==> src/rtl/vga_rx_monitor_if.sv <==
// Signal bundle between a VGA pixel source and the receive-side timing monitor.
// The source drives the sampled stream; the monitor returns lock status and pixel capture.
interface vga_rx_monitor_if;
    logic        pix_ce;
    logic        vga_hs;
    logic        vga_vs;
    logic [11:0] vga_rgb;
    logic        locked;
    logic [10:0] h_total;
    logic [10:0] v_total;
    logic        pix_valid;
    logic [9:0]  x_pos;
    logic [9:0]  y_pos;
    logic [11:0] pix_rgb;
    logic        frame_done;
    logic [18:0] lit_count;
    logic        sync_err;

    modport master (
        output pix_ce, vga_hs, vga_vs, vga_rgb,
        input  locked, h_total, v_total, pix_valid, x_pos, y_pos, pix_rgb,
               frame_done, lit_count, sync_err
    );

    modport slave (
        input  pix_ce, vga_hs, vga_vs, vga_rgb,
        output locked, h_total, v_total, pix_valid, x_pos, y_pos, pix_rgb,
               frame_done, lit_count, sync_err
    );
endinterface

==> src/rtl/vga_rx_monitor.sv <==
// Receive-side VGA timing monitor: measures line/frame periods, locks on stable timing,
// then reports active-pixel coordinates, sampled colour and a per-frame lit-pixel count.
module vga_rx_monitor #(
    parameter int unsigned H_ACT_START = 142,
    parameter int unsigned V_ACT_START = 33,
    parameter int unsigned H_ACTIVE    = 640,
    parameter int unsigned V_ACTIVE    = 480,
    parameter int unsigned LOCK_FRAMES = 2
) (
    input  logic            clk,
    input  logic            rst_n,
    vga_rx_monitor_if.slave vga
);
    typedef enum logic [1:0] {SEARCH, MEASURE, LOCKED} state_t;

    localparam logic [10:0] CNT_MAX = '1;
    localparam logic [10:0] H_LO    = 11'(H_ACT_START);
    localparam logic [10:0] H_HI    = 11'(H_ACT_START + H_ACTIVE);
    localparam logic [10:0] V_LO    = 11'(V_ACT_START);
    localparam logic [10:0] V_HI    = 11'(V_ACT_START + V_ACTIVE);
    localparam logic [3:0]  LOCK_N  = 4'(LOCK_FRAMES);

    state_t      r_state, w_state_next;
    logic        r_hs, r_vs, r_vs_pend;
    logic [10:0] r_h_cnt, r_v_cnt, r_h_total, r_v_total;
    logic [3:0]  r_lock_cnt;
    logic        r_ref_valid, r_first, r_line_bad;
    logic [18:0] r_acc, r_lit;
    logic        r_pix_valid, r_frame_done, r_sync_err;
    logic [9:0]  r_x, r_y;
    logic [11:0] r_rgb;

    logic        w_hs_fall, w_vs_fall, w_line0, w_timeout;
    logic [10:0] w_h_next, w_v_next, w_line_len, w_frame_len;
    logic        w_line_mm, w_frame_mm, w_frame_ok, w_lose, w_active, w_locked;
    logic [3:0]  w_lock_inc;

    assign w_hs_fall   = r_hs & ~vga.vga_hs;
    assign w_vs_fall   = r_vs & ~vga.vga_vs;
    assign w_line0     = w_hs_fall & (r_vs_pend | w_vs_fall);
    assign w_timeout   = ~w_hs_fall & (r_h_cnt == CNT_MAX - 11'd1);
    assign w_line_len  = r_h_cnt + 11'd1;
    assign w_frame_len = r_v_cnt + 11'd1;
    assign w_h_next    = w_hs_fall ? '0 : ((r_h_cnt == CNT_MAX) ? CNT_MAX : w_line_len);
    assign w_v_next    = !w_hs_fall ? r_v_cnt :
                         w_line0 ? '0 : ((r_v_cnt == CNT_MAX) ? CNT_MAX : w_frame_len);
    // The first HS fall after entering MEASURE only seeds h_total; it is never a mismatch.
    assign w_line_mm   = w_hs_fall & ~r_first & (w_line_len != r_h_total);
    assign w_frame_mm  = w_line0 & (w_frame_len != r_v_total);
    assign w_frame_ok  = ~w_frame_mm & ~w_line_mm & ~r_line_bad;
    assign w_lock_inc  = r_lock_cnt + 4'd1;
    assign w_lose      = vga.pix_ce & (r_state == LOCKED) & (w_line_mm | w_frame_mm | w_timeout);
    assign w_active    = (r_state == LOCKED) & ~w_lose &
                         (w_h_next >= H_LO) & (w_h_next < H_HI) &
                         (w_v_next >= V_LO) & (w_v_next < V_HI);

    always_ff @(posedge clk or negedge rst_n) begin
        if (!rst_n) r_state <= SEARCH;
        else        r_state <= w_state_next;
    end

    always_comb begin
        w_state_next = r_state;
        if (vga.pix_ce) begin
            case (r_state)
                SEARCH:  if (w_line0) w_state_next = MEASURE;
                MEASURE: begin
                    if (w_timeout)
                        w_state_next = SEARCH;
                    else if (w_line0 && r_ref_valid && w_frame_ok && (w_lock_inc == LOCK_N))
                        w_state_next = LOCKED;
                end
                LOCKED:  if (w_lose) w_state_next = SEARCH;
                default: w_state_next = SEARCH;
            endcase
        end
    end

    always_comb begin
        w_locked = (r_state == LOCKED);
    end

    always_ff @(posedge clk or negedge rst_n) begin
        if (!rst_n) begin
            r_hs      <= 1'b1;
            r_vs      <= 1'b1;
            r_vs_pend <= 1'b0;
            r_h_cnt   <= '0;
            r_v_cnt   <= '0;
        end else if (vga.pix_ce) begin
            r_hs      <= vga.vga_hs;
            r_vs      <= vga.vga_vs;
            r_vs_pend <= (r_vs_pend | w_vs_fall) & ~w_hs_fall;
            r_h_cnt   <= w_h_next;
            r_v_cnt   <= w_v_next;
        end
    end

    always_ff @(posedge clk or negedge rst_n) begin
        if (!rst_n) begin
            r_h_total   <= '0;
            r_v_total   <= '0;
            r_lock_cnt  <= '0;
            r_ref_valid <= 1'b0;
            r_first     <= 1'b0;
            r_line_bad  <= 1'b0;
        end else if (vga.pix_ce) begin
            if (r_state == SEARCH) begin
                if (w_line0) begin
                    r_lock_cnt  <= '0;
                    r_ref_valid <= 1'b0;
                    r_first     <= 1'b1;
                    r_line_bad  <= 1'b0;
                end
            end else if (r_state == MEASURE) begin
                if (w_hs_fall) begin
                    if (r_first) begin
                        r_h_total <= w_line_len;
                        r_first   <= 1'b0;
                    end else if (w_line_mm) begin
                        r_h_total  <= w_line_len;
                        r_lock_cnt <= '0;
                        r_line_bad <= 1'b1;
                    end
                end
                if (w_line0) begin
                    r_line_bad <= 1'b0;
                    if (!r_ref_valid) begin
                        r_v_total   <= w_frame_len;
                        r_ref_valid <= 1'b1;
                    end else if (w_frame_ok) begin
                        r_lock_cnt <= w_lock_inc;
                    end else begin
                        r_v_total  <= w_frame_len;
                        r_lock_cnt <= '0;
                    end
                end
            end
        end
    end

    always_ff @(posedge clk or negedge rst_n) begin
        if (!rst_n) begin
            r_pix_valid  <= 1'b0;
            r_frame_done <= 1'b0;
            r_sync_err   <= 1'b0;
            r_x          <= '0;
            r_y          <= '0;
            r_rgb        <= '0;
            r_acc        <= '0;
            r_lit        <= '0;
        end else begin
            r_pix_valid  <= 1'b0;
            r_frame_done <= 1'b0;
            if (vga.pix_ce) begin
                if (w_active) begin
                    r_pix_valid <= 1'b1;
                    r_x         <= 10'(w_h_next - H_LO);
                    r_y         <= 10'(w_v_next - V_LO);
                    r_rgb       <= vga.vga_rgb;
                end
                if (w_lose) begin
                    r_acc      <= '0;
                    r_sync_err <= 1'b1;
                end else if ((r_state == LOCKED) && w_line0) begin
                    r_lit        <= r_acc;
                    r_frame_done <= 1'b1;
                    r_acc        <= '0;
                end else if ((r_state != LOCKED) && (w_state_next == LOCKED)) begin
                    r_acc <= '0;
                end else if (w_active && (vga.vga_rgb != '0)) begin
                    r_acc <= r_acc + 19'd1;
                end
            end
        end
    end

    assign vga.locked     = w_locked;
    assign vga.h_total    = r_h_total;
    assign vga.v_total    = r_v_total;
    assign vga.pix_valid  = r_pix_valid;
    assign vga.x_pos      = r_x;
    assign vga.y_pos      = r_y;
    assign vga.pix_rgb    = r_rgb;
    assign vga.frame_done = r_frame_done;
    assign vga.lit_count  = r_lit;
    assign vga.sync_err   = r_sync_err;
endmodule

==> src/flat_wrapper.sv <==
// flat-port wrapper written by rule: the top's interface ports become plain ports
module vga_rx_monitor_flat 
#(
    parameter int unsigned H_ACT_START = 142,
    parameter int unsigned V_ACT_START = 33,
    parameter int unsigned H_ACTIVE    = 640,
    parameter int unsigned V_ACTIVE    = 480,
    parameter int unsigned LOCK_FRAMES = 2
)
  (clk, rst_n, vga_pix_ce, vga_vga_hs, vga_vga_vs, vga_vga_rgb, vga_locked, vga_h_total, vga_v_total, vga_pix_valid, vga_x_pos, vga_y_pos, vga_pix_rgb, vga_frame_done, vga_lit_count, vga_sync_err);
  vga_rx_monitor_if vga_i ();
  input  logic clk;
  input  logic rst_n;
  input wire logic [$bits(vga_i.pix_ce)-1:0] vga_pix_ce;
  input wire logic [$bits(vga_i.vga_hs)-1:0] vga_vga_hs;
  input wire logic [$bits(vga_i.vga_vs)-1:0] vga_vga_vs;
  input wire logic [$bits(vga_i.vga_rgb)-1:0] vga_vga_rgb;
  output wire logic [$bits(vga_i.locked)-1:0] vga_locked;
  output wire logic [$bits(vga_i.h_total)-1:0] vga_h_total;
  output wire logic [$bits(vga_i.v_total)-1:0] vga_v_total;
  output wire logic [$bits(vga_i.pix_valid)-1:0] vga_pix_valid;
  output wire logic [$bits(vga_i.x_pos)-1:0] vga_x_pos;
  output wire logic [$bits(vga_i.y_pos)-1:0] vga_y_pos;
  output wire logic [$bits(vga_i.pix_rgb)-1:0] vga_pix_rgb;
  output wire logic [$bits(vga_i.frame_done)-1:0] vga_frame_done;
  output wire logic [$bits(vga_i.lit_count)-1:0] vga_lit_count;
  output wire logic [$bits(vga_i.sync_err)-1:0] vga_sync_err;
  assign vga_i.pix_ce = vga_pix_ce;
  assign vga_i.vga_hs = vga_vga_hs;
  assign vga_i.vga_vs = vga_vga_vs;
  assign vga_i.vga_rgb = vga_vga_rgb;
  assign vga_locked = vga_i.locked;
  assign vga_h_total = vga_i.h_total;
  assign vga_v_total = vga_i.v_total;
  assign vga_pix_valid = vga_i.pix_valid;
  assign vga_x_pos = vga_i.x_pos;
  assign vga_y_pos = vga_i.y_pos;
  assign vga_pix_rgb = vga_i.pix_rgb;
  assign vga_frame_done = vga_i.frame_done;
  assign vga_lit_count = vga_i.lit_count;
  assign vga_sync_err = vga_i.sync_err;
  vga_rx_monitor #(.H_ACT_START(H_ACT_START), .V_ACT_START(V_ACT_START), .H_ACTIVE(H_ACTIVE), .V_ACTIVE(V_ACTIVE), .LOCK_FRAMES(LOCK_FRAMES)) u_core (.clk(clk), .rst_n(rst_n), .vga(vga_i));
endmodule
==> config.mk <==
export PLATFORM = sky130hd
export DESIGN_NAME = vga_rx_monitor_flat
export DESIGN_NICKNAME = d
export VERILOG_FILES = /design/src/rtl/vga_rx_monitor_if.sv /design/src/rtl/vga_rx_monitor.sv /design/src/flat_wrapper.sv
export SDC_FILE = /design/constraint.sdc
export NUM_CORES = 1
export LEC_CHECK = 0
export CORE_AREA = 2 2 110 133
export DETAILED_ROUTE_END_ITERATION = 7
export DIE_AREA = 0 0 112 135
export HOLD_SLACK_MARGIN = 0.02
export PLACE_DENSITY = 0.9
export SYNTH_ARGS = -nofsm -noshare
export SYNTH_HDL_FRONTEND = slang
export SYNTH_SLANG_ARGS = --single-unit
==> constraint.sdc <==
create_clock -name clk -period 4.2 [get_ports clk]
set_input_delay 0.42 -clock clk [delete_from_list [all_inputs] [get_ports clk]]
set_output_delay 0.42 -clock clk [all_outputs]
set_load 0.05 [all_outputs]
==> impl_results.md <==
* Status: finished clean
* Peak supply drop at about 0.47 mV
* Final ANT Viol Nets at 0
* Total global-route track usage at ~28%
* Top cell type's share of synthesized area at between 40% and 50%
* Post-Synth Adder-Cell Area at around 1.5%
* Crit path from: u_core.r_h_cnt[0]$_DFFE_PN0P_
* Register Area at 3231 um2
* Relative slew slack at around 29%
* Cts repair resizes at 0
* Setup TNS at 0 ns
* Worst EP required at ~4.5 ns
* Critical Path Sink Type: register
* Area leader, netlist: dfrtp_1
* Finished Cell Area at a little over 9000 um2
* First-pass GRT wire length at roughly 33 mm
* Most frequent cells in the layout: dfrtp_1 (127), clkdlybuf4s50_1 (91), nor2_1 (39), a21oi_1 (39), nand2_1 (38)
* Routability cong. at 0.9049
* Post-Synth Simple-Gate Area at between 10% and 20%
* Vias in the first global route at 6,477
* Clk_skew at between 0.009 and 0.01 ns
* Worst setup SP type: register
* Buffers added on ports at 93
* Critical path data arrival time at approximately 4.3 ns
* Fraction of layout cells with a size suffix above 1 at around an eighth
* Final period util at a little over nine tenths
* Rows at 47
* Synthesis warning total at 0
* CTS Hold Bufs at 0
* Yosys reg bits at between 100 and 150
* Die Span X at about 110 um
* Number of vias per cell at around 6.4
* Leakage power at 4.166 nW
* Area Overhead vs Synth at 21.56%
* Commonest non-fill, non-tap cell in the layout: dfrtp_1
* Postcts setup bufs at 0
* Syn Nets at roughly 780
* Ys flop type: dfrtp_1
* Post-synth ARST share at 100.0%
* Post-synth cell types at 81
* Root buffer cell: clkbuf_16
* Mux contribution to synthesized area at between 10% and 20%
* Max Fclk at ~250 MHz
* Largest net degree at the start of global routing at ~80
* WS Path Type: register to register
* Grt ovf at 0
* Register area share after synthesis at a little over two fifths
* H-tree lvl count at 4
* RR Startpoint: u_core.r_h_cnt[0]$_DFFE_PN0P_
* # DRC at 0
* Count of pins over their slew limit at 0
* Synthesized instance count at 755
* CTS tree: yes
* HP Class: input pin to async pin
* Setup violators final at 0
* Die Y at 135 um
* Initial core utilization at around 55%
* Reg clk slew, reported paths at 0.06 ns
* Worst-skew pair later-pin latency at 0.43 ns
* Core ar. at roughly 14,000 um2
* Worst setup margin at 0.2078 ns
* CP top delay family: compound AO/OA/AOI/OAI gates
* HPWL Detailed at 13.58 mm
* Tmin final at about 4.0 ns
* CP max-delay cell: o32ai_1
* Multi-input gate area at roughly 4000 um2
* Largest family of logic cells by synthesized area: simple AND/OR/NAND/NOR gates
* Fillers at between 1,000 and 1,500
* Delay of the slowest critical-path stage at 0.64 ns
* Max cap viols at 0
* Routed WL at just over 20 mm
* Router iterations before antenna repair at 7
* Crit path max fanout at 9
* End-of-flow core utilization at around two thirds
* Ant. Diodes at 0
* Worst slack at placement at between 0.3 and 0.4 ns
* Power density cells at about 460 nW/um2
* Detailed Route Iter0 Violations at approximately 570
* Post-synthesis xor/xnor area fraction at approximately 6.3%
* Post-Synthesis Cell Area at 7597 um2
* Total CTS buffers at 17
* Clock Path Buffers at 2
* Via Count at 6,503
* Post-Syn Area per Cell at just over 10 um2
* Die Area at 15,120 um2
* Placed Area at roughly 8600 um2
* Post-synth EDFFs at 0
* Complex-gate fraction of the synthesized area at around 14%
* Slew @ Worst Pin at around 1.1 ns
* # clock sinks at 129
* Initial antenna violation count at 0
* Top cells by area, synth: dfrtp_1 (42%), mux2_1 (4.7%), mux2_2 (4.7%)
* Wire length per cell at roughly 20 um
* Critical Path, Cell by Cell: ha_1 -> and3_1 -> xnor2_1 -> a2111o_1 -> a2111oi_1 -> and4b_1 -> nor2_1 -> o32ai_1 -> o21ai_0
* Ports at 94
* Final nets at around 860
* Buf/Inv on CP at 0
* Final Hold Fails at 0
* Unrepaired setup endpoints after global routing: false
==> routing by layer <==
metal,GRT usage [%],up-vias,routed length (um)
li1,-,2924,-
met1,34.31,3156,7738
met2,44.95,343,10030
met3,6.957,80,1540
met4,13.96,0,875
met5,0,-,0
==> per-stage QoR <==
step / cells / hold slack, ns / power (mW)
floorplan: 755 / 0.1244 / 2.343
global placement: 985 / 0.4631 / 2.666
detailed placement: 985 / 0.4784 / 2.700
CTS: 1016 / 0.2221 / 4.243
global route: 1016 / 0.2498 / 4.421
finish: 1016 / 0.1845 / 4.232
==> final cells by class <==
type,count,share of cell area (%)
Multi-Input combinational cell,543,43.12
Inverter,29,1.179
Clock inverter,12,1.707
Clock buffer,19,4.796
Tap cell,171,2.317
Timing Repair Buffer,113,11.90
Sequential cell,129,34.98
==> cell families (layout without fill, tap and decap cells) <==
group	count (synthesis)	in the layout
adder cells (fa/ha/maj)	9	9
buffers and inverters	83	173
AND/OR/NAND/NOR	240	240
AO/OA/AOI/OAI	150	150
XOR/XNOR	50	50
flip-flops	129	129
multiplexers	94	94
==> flip-flops by register name, summed over array words and instances, names as in the netlist <==
signal / count
u_core.vga.pix_rgb: 12
u_core.r_ref_valid: 1
u_core.r_acc: 19
u_core.r_first: 1
u_core.r_vs: 1
u_core.vga.pix_valid: 1
u_core.vga.x_pos: 10
u_core.vga.h_total: 11
u_core.vga.v_total: 11
u_core.r_line_bad: 1
u_core.r_hs: 1
u_core.vga.sync_err: 1
u_core.r_vs_pend: 1
u_core.vga.y_pos: 10
u_core.r_lock_cnt: 4
u_core.vga.lit_count: 19
u_core.r_h_cnt: 11
u_core.r_state: 2
u_core.vga.frame_done: 1
u_core.r_v_cnt: 11
==> Yosys cell counts (9+ instances only) <==
cell / n
a21oi_1: 39
a31oi_1: 11
and2_1: 10
and3_1: 18
buf_2: 17
clkbuf_1: 21
dfrtp_1: 127
ha_1: 9
inv_1: 29
mux2_1: 32
mux2_2: 32
mux2i_1: 30
nand2_1: 38
nand3_1: 35
nand4_1: 32
nor2_1: 39
nor2b_1: 9
nor3_1: 17
o21ai_0: 22
xnor2_1: 34
xor2_1: 13
==> path summary, 6_finish.rpt <==
check | to | slack, ns | cells past startpoint
min reg2reg | u_core.vga.pix_rgb[5]$_DFFE_PN0P_ | 0.49 | 1
max reg2reg | u_core.r_acc[0]$_DFFE_PN0P_ | 0.21 | 9
min in group clk | u_core.r_h_cnt[2]$_DFFE_PN0P_ | 0.45 | 3
max in group asynchronous | u_core.r_acc[17]$_DFFE_PN0P_ | 3.16 | 2
min | u_core.vga.h_total[5]$_DFFE_PN0P_ | 0.18 | 1
max | u_core.r_acc[0]$_DFFE_PN0P_ | 0.21 | 9
==> power by group <==
group	switching, mW	total [mW]	internal, mW
clock network	0.572	1.52	0.948
registers	0.176	1.52	1.35
logic	0.714	1.19	0.475
Power figures use the tool's default switching activity.
